==> src/rtl/mem_sweep_pkg.sv <==
// Shared definitions for the memory sweep controller: parameter defaults,
// FSM state encoding and the per-state output decode.
package mem_sweep_pkg;

   localparam int SIZE_DEFAULT    = 5;
   localparam int MEMSIZE_DEFAULT = 25;
   localparam int ROUNDS_DEFAULT  = 4;

   typedef enum logic [2:0] {
      IDLE    = 3'd0,
      LOAD    = 3'd1,
      RD      = 3'd2,
      WAIT    = 3'd3,
      WR      = 3'd4,
      PUBLISH = 3'd5,
      DONE    = 3'd6
   } state_t;

   typedef struct packed {
      logic init;
      logic read;
      logic write;
      logic op_req;
      logic ok;
      logic done;
      logic busy;
   } ctrl_t;

   // Output pattern a state drives; the caller registers it alongside the state.
   function automatic ctrl_t decode_ctrl(input state_t s);
      ctrl_t c;
      c = '0;
      c.busy = (s != IDLE);
      case (s)
         LOAD:     c.init = 1'b1;
         RD, WAIT: begin
            c.read   = 1'b1;
            c.op_req = 1'b1;
         end
         WR: begin
            c.read  = 1'b1;
            c.write = 1'b1;
         end
         PUBLISH:  c.ok   = 1'b1;
         DONE:     c.done = 1'b1;
         default:  ;
      endcase
      return c;
   endfunction

endpackage

==> src/rtl/sweep_counter.sv <==
// Cell index counter (modulo MEMSIZE) and round counter for the sweep controller.
module sweep_counter
   import mem_sweep_pkg::*;
#(
   parameter int SIZE    = SIZE_DEFAULT,
   parameter int MEMSIZE = MEMSIZE_DEFAULT,
   parameter int ROUNDS  = ROUNDS_DEFAULT
) (
   input  logic            clk,
   input  logic            rst,
   input  logic            clear,
   input  logic            step,
   output logic [SIZE-1:0] index,
   output logic [3:0]      round,
   output logic            last_cell,
   output logic            last_round
);

   assign last_cell  = (index == SIZE'(MEMSIZE - 1));
   assign last_round = (round == 4'(ROUNDS - 1));

   // On the final cell of the final round the round counter holds, so it never passes ROUNDS-1.
   always_ff @(posedge clk or negedge rst) begin
      if (!rst) begin
         index <= '0;
         round <= '0;
      end else if (clear) begin
         index <= '0;
         round <= '0;
      end else if (step) begin
         if (last_cell) begin
            index <= '0;
            if (!last_round)
               round <= round + 4'd1;
         end else begin
            index <= index + SIZE'(1);
         end
      end
   end

endmodule

==> src/rtl/mem_sweep_ctrl.sv <==
// Sweeps a memory line cell by cell for ROUNDS rounds, handshaking each cell
// with an external bit operator, then publishes the result.
module mem_sweep_ctrl
   import mem_sweep_pkg::*;
#(
   parameter int SIZE    = SIZE_DEFAULT,
   parameter int MEMSIZE = MEMSIZE_DEFAULT,
   parameter int ROUNDS  = ROUNDS_DEFAULT
) (
   input  logic            clk,
   input  logic            rst,
   input  logic            start,
   input  logic            abort,
   input  logic            op_ack,
   output logic            init,
   output logic            firstread,
   output logic            read,
   output logic            write,
   output logic [SIZE-1:0] index,
   output logic            op_req,
   output logic            ok,
   output logic            busy,
   output logic            done,
   output logic [3:0]      round
);

   state_t state;
   state_t state_next;
   ctrl_t  ctrl;
   logic   abort_hit;
   logic   fr_next;
   logic   cnt_clear;
   logic   cnt_step;
   logic   last_cell;
   logic   last_round;

   always_comb begin
      state_next = state;
      abort_hit  = abort && (state != IDLE) && (state != DONE);
      case (state)
         IDLE:    if (start) state_next = LOAD;
         LOAD:    state_next = RD;
         RD:      state_next = WAIT;
         WAIT:    if (op_ack) state_next = WR;
         WR:      state_next = (last_cell && last_round) ? PUBLISH : RD;
         PUBLISH: state_next = DONE;
         DONE:    state_next = IDLE;
         default: state_next = IDLE;
      endcase
      if (abort_hit)
         state_next = IDLE;
   end

   assign cnt_clear = abort_hit || (state == IDLE) || (state == LOAD);
   assign cnt_step  = (state == WR) && !abort_hit;

   // firstread must track the round value that will be current next cycle,
   // which differs from the present one only when WR wraps the last cell.
   assign fr_next = ((state_next == RD) || (state_next == WAIT)) &&
                    ((state == LOAD) || ((round == 4'd0) && !((state == WR) && last_cell)));

   always_ff @(posedge clk or negedge rst) begin
      if (!rst) begin
         state     <= IDLE;
         ctrl      <= '0;
         firstread <= 1'b0;
      end else begin
         state     <= state_next;
         ctrl      <= decode_ctrl(state_next);
         firstread <= fr_next;
      end
   end

   assign init   = ctrl.init;
   assign read   = ctrl.read;
   assign write  = ctrl.write;
   assign op_req = ctrl.op_req;
   assign ok     = ctrl.ok;
   assign done   = ctrl.done;
   assign busy   = ctrl.busy;

   sweep_counter #(
      .SIZE    (SIZE),
      .MEMSIZE (MEMSIZE),
      .ROUNDS  (ROUNDS)
   ) u_counter (
      .clk        (clk),
      .rst        (rst),
      .clear      (cnt_clear),
      .step       (cnt_step),
      .index      (index),
      .round      (round),
      .last_cell  (last_cell),
      .last_round (last_round)
   );

endmodule

==> config.mk <==
export PLATFORM = sky130hd
export DESIGN_NAME = mem_sweep_ctrl
export DESIGN_NICKNAME = d
export VERILOG_FILES = /design/src/rtl/mem_sweep_pkg.sv /design/src/rtl/sweep_counter.sv /design/src/rtl/mem_sweep_ctrl.sv
export SDC_FILE = /design/constraint.sdc
export NUM_CORES = 1
export LEC_CHECK = 0
export ABC_AREA = 1
export CORE_ASPECT_RATIO = 0.8
export CORE_MARGIN = 3
export CORE_UTILIZATION = 44
export DETAILED_ROUTE_END_ITERATION = 16
export PLACE_DENSITY = 0.7
export SYNTH_ARGS = -nofsm -noshare
export SYNTH_HDL_FRONTEND = slang
export SYNTH_SLANG_ARGS = --single-unit
==> constraint.sdc <==
create_clock -name clk -period 2.4 [get_ports clk]
set_input_delay 0.36 -clock clk [delete_from_list [all_inputs] [get_ports clk]]
set_output_delay 0.36 -clock clk [all_outputs]
set_load 0.02 [all_outputs]
* Word-level counts from Yosys, hierarchy flattened
Cells that the tools add are included.
Operators by class: mux-type cells 18, reduce and logical (&&, ||, !) cells 22, add/sub/neg operators 2, eq/ne operators 15
Operators by type and width (count):
- $pmux 3 s6 | 1
- $mux 4 | 4
- $eq 3x3->1 const B | 5
- $mux 5 | 3
- $eq 3x2->1 const B | 4
- $mux 3 | 4
- $logic_and 1x1->1 | 7
- $eq 3x1->1 const B | 2
- $mux 1 | 6
- $reduce_bool 3->1 | 2
- $add 5x1->5 const B | 1
- $eq 5x5->1 const B | 1
- $add 4x1->4 const B | 1
- $eq 4x2->1 const B | 1
- $logic_not 4->1 | 1
- $logic_or 1x1->1 | 4
- $reduce_bool 2->1 | 2
- $logic_not 3->1 | 1
- $ne 3x3->1 const B | 1
- $reduce_and 3->1 | 1
- $reduce_or 3->1 | 1
- $logic_not 1->1 | 2
- $ne 2x2->1 const B | 1
- $reduce_or 2->1 | 1
Storage, ports and cells: flip-flop bits (word level) 20, word-level logic and storage cells 68

* Longest topological paths before layout
word-level depth 8, depth in mapped cells 11

* By module
From an unflattened synthesis, not the netlist that was laid out.
Second synthesis, totals: cell total of the unflattened synthesis 130, area, all modules 1106.1 um2
By module, submodules not included:
- sweep_counter | area an instance 575.6 um2, sequential area each 225.2 um2, cells each 73, instances 1
- mem_sweep_ctrl | area an instance 530.5 um2, sequential area each 275.3 um2, cells each 57, instances 1

* Worst setup path before layout
No wires, ideal clock.
kind register -> register, start point register u_counter.index[0], end point register ctrl, in the netlist read, cell stages (with the launch flop) 12, path slack 0.853 ns, data required time 2.283 ns, period minus slack after synthesis 1.547 ns, arrival 1.430 ns, setup time 0.117 ns, cells stage by stage dfrtp_1 -> inv_1 -> ha_1 -> nand2_1 -> nor2_2 -> nand2_1 -> nand2_1 -> nand2_1 -> nand2_2 -> inv_2 -> nand2_2 -> nand2_1
Between the ends: word-level cells in the longest chain between the ends 8, elaborated cells between the ends (all ways) 10
Ends and longest elaborated chain:
- from (decl) | RTL line sweep_counter.sv:13 | output logic [SIZE-1:0] index,
- from (signal assigned) | RTL line sweep_counter.sv:36 | index <= index + SIZE'(1);
- $eq 5x5->1 * | RTL line sweep_counter.sv:19 | assign last_cell = (index == SIZE'(MEMSIZE - 1));
- $logic_and 1x1->1 * | RTL line mem_sweep_ctrl.sv:45 | WR: state_next = (last_cell && last_round) ? PUBLISH : RD;
- $mux 3 * | RTL line mem_sweep_ctrl.sv:45
- $pmux 3 s6 * | RTL line mem_sweep_ctrl.sv:40 | case (state)
- $mux 3 * | RTL line mem_sweep_ctrl.sv:50 | if (abort_hit)
- via state_next[1] | RTL line mem_sweep_ctrl.sv:28 | state_t state_next;
- $eq 3x2->1 or $eq 3x3->1 (tied branches) | RTL line mem_sweep_pkg.sv:34 | case (s)
- $reduce_or 3->1 (no line) *
- $mux 1 * | RTL line mem_sweep_pkg.sv:34
- to (signal assigned) | RTL line mem_sweep_ctrl.sv:69 | ctrl <= decode_ctrl(state_next);
- to (decl) | RTL line mem_sweep_ctrl.sv:29 | ctrl_t ctrl;
Mark *: on every way through the listed nets, which the timed path passes. The rest lies on a longest branch. A chain may end at the register's enable or synchronous reset.

* Worst setup path after layout
start point register u_counter.round[2], end point output port round[2]
RTL lines:
- from (decl) | RTL line sweep_counter.sv:14 | output logic [3:0] round,
- from (signal assigned) | RTL line sweep_counter.sv:34 | round <= round + 4'd1;
- to (decl) | RTL line mem_sweep_ctrl.sv:24 | output logic [3:0] round
No word-level cell between the ends.

==> results by group <==
Global route
  • Total grt overflow: 0
  • Vias in the first global route: 889
  • First-pass GRT wire length: 3890 µm
  • Largest net degree at the start of global routing: 21
  • Initial antenna violation count: 0
  • Total GRT Usage: 17.1%

Logic synthesis
  • Number of synthesized flops with an enable pin: 0
  • Synth cell types: 22
  • Cell taking the most area after synthesis: dfrtp_1
  • Synth Flop Type: dfrtp_1
  • Mapped Cells: 127
  • Syn nets: 136
  • Post-synthesis sequential area ratio: 45.2%
  • Synth warnings: 0
  • Area contributors post-synth: dfrtp_1 45%, inv_1 7.8%, nand2_1 6.8%, nand3_1 5.0%, ha_1 4.5%
  • Netlist area before placement: 1110 µm²
  • Syn Area/Cell: 8.71 µm²
  • Area share of the largest cell type after synthesis: 45.2%
  • Synth async-reset ratio: 100%
  • Post-synthesis register bit count: 20

Route
  • Routed WL: 2230 µm
  • Detailed-route wire length per cell: 11.9 µm
  • DRT iter0 DRCs: 23
  • Via count: 883
  • DRC: 0
  • Via density: 4.72
  • Total iterations of the first detailed-routing run: 4
  • Post-route ant nets: 0

Place
  • Port Buffers: 21
  • Post-DP HPWL: 1720 µm
  • GPL Wtd Cong: 0.869
  • Pre-CTS WS: 0.628 ns
  • Placement Cell Area: 1370 µm²

STA
  • Max Clock Skew: 0.00496 ns
  • F_max: 585 MHz
  • Hold Violations, Final: 0
  • Worst slew margin: 78.6%
  • Worst-Margin Slew: 0.322 ns
  • Setup ws final: 0.690 ns
  • Setup_tns: 0 ns
  • Tcrit/Tclk final: 71.2%
  • Max Slew Vio Count: 0
  • Fin crit period: 1.71 ns
  • Setup violators final: 0
  • RSZ-0062 raised after global routing: false

Clock network
  • Worst skew pair latency: 0.31 ns
  • Root Buffer: clkbuf_4
  • Post-CTS Setup Inserts: 0
  • Post-CTS sizing: 0
  • Worst-path clk slew: 0.11 ns
  • CTS Hold Buffers Added: 0
  • TritonCTS buffer count: 3
  • CTS H-tree lvls: 1
  • CTS Sinks: 20
  • CTS tree: done
  • Max clock buf depth: 2

Finish
  • Final nets: 163
  • Share of post-route cells with drive strength above 1: 17.0%
  • Fillers: 206
  • N_diodes: 0
  • Post-route cell area: 1400 µm²
  • Area grow syn2layout: 26.8%
  • Commonest non-fill, non-tap cells in the layout: 23 x inv_1, 21 x clkdlybuf4s50_1, 20 x nand2_1, 20 x dfrtp_1
  • Most common cell after layout, fill and taps aside: inv_1

Worst setup path
  • Slowest-stage cell, CP: clkdlybuf4s50_1
  • Type of origin of the critical path: register
  • Crit path cell chain: clkdlybuf4s50_1
  • Required time worst endpoint: 2.04 ns
  • CP bufs+invs: 1
  • Arr. time, crit path: 1.35 ns
  • Slowest stage delay, CP: 0.63 ns
  • Crit Path Class: register to primary output
  • Worst r2r src: u_counter.index[0]
  • FF-to-FF End: read
  • Worst reg2reg path depth: 11
  • Reg-to-reg slack, setup: 0.76 ns
  • Worst path top cell family by delay: buffers and inverters
  • Crit end category: primary output
  • CP max FO: 4

Floorplanning
  • IO Pins: 22
  • Die X: 62.1 µm
  • Die height: 50.8 µm
  • Initial Util: 48.7%
  • Die area: 3160 µm²
  • Row count: 15
  • Core ar.: 2270 µm²

Worst hold path
  • Hold crit path type: input port to asynchronous set/reset pin

Power
  • Pwr Density: 857 nW/µm²
  • Worst vdd ir: 0.458 mV
  • Leak: 0.622 nW

Status
  • Status: finished, final reports clean

Job
  • Max-cap viol count: 0
area by class of cell:
cell class                 instances  area, µm²  share of cell area, %
multi-input combinational         82        512                   36.5
sequential                        20        500                   35.7
timing repair buffer              22        218                   15.5
inverter                          25       93.8                   6.69
tap                               34       42.5                   3.03
clock buffer                       4       36.3                   2.59
layer usage:
layer / routed length, µm / share of wire [%] / global-route usage (%) / vias up
met5: 0 / 0 / 0 / -
li1: - / - / - / 448
met3: 109 / 4.9 / 6.31 / 5
met1: 1100 / 49 / 22.7 / 414
met4: 39 / 1.7 / 6.36 / 0
met2: 983 / 44 / 25.0 / 16
worst max-delay path by stage:
stage	start	to	slack (ns)	cells after the start
after floorplan	u_counter.index[0]	read	0.85	11
after global placement	abort	read	0.66	8
after detailed placement	abort	read	0.63	8
after CTS	u_counter.round[1]	round[1]	0.66	1
after global routing	u_counter.index[0]	read	0.60	11
final	u_counter.round[2]	round[2]	0.69	1
per-stage QoR:
| step | total power [W] | hold slack (ns) | instances | util [%] |
|---|---|---|---|---|
| floorplan | 0.000821 | 0.0644 | 127 | - |
| CTS | 0.00121 | 0.389 | 187 | 61.8 |
| global route | 0.00130 | 0.392 | 187 | 61.8 |
| global placement | 0.000995 | 0.584 | 183 | 60.2 |
| detailed placement | 0.00101 | 0.596 | 183 | 60.2 |
| finish | 0.00120 | 0.392 | 187 | 61.8 |
power by group:
part / switching, W / internal, W / leakage (nW)
logic: 0.000338 / 0.000204 / 0.332
clock network: 0.000105 / 0.0000927 / 0.0210
registers: 0.0000564 / 0.000406 / 0.268
total: 0.000499 / 0.000703 / 0.622
state kept, by name, summed over array words and instances (netlist names):
register,cells
read,1
firstread,1
u_counter.index,5
ok,1
op_req,1
init,1
u_counter.round,4
state,3
busy,1
done,1
write,1
logic make-up (layout without fill, tap and decap cells):
logic type               after synthesis  in the layout  synth area share, %
AND/OR/NAND/NOR                       60             60                 29.3
buffers and inverters                 25             51                 8.48
flip-flops                            20             20                 45.2
AO/OA/AOI/OAI                         14             14                 9.28
adder cells (fa/ha/maj)                4              4                 4.53
XOR/XNOR                               4              4                 3.17
Yosys cell counts (2+ instances only):
| cell | count |
|---|---|
| nand2_1 | 20 |
| nand3_1 | 11 |
| a21oi_4 | 2 |
| ha_1 | 4 |
| nand2_2 | 4 |
| o21ai_0 | 4 |
| inv_2 | 2 |
| o22ai_1 | 2 |
| nand3_2 | 4 |
| nor2_1 | 11 |
| nor2_4 | 4 |
| xor2_1 | 4 |
| inv_1 | 23 |
| nor2_2 | 3 |
| dfrtp_1 | 20 |
| o21ai_1 | 3 |
(Power assumes the default switching activity.)
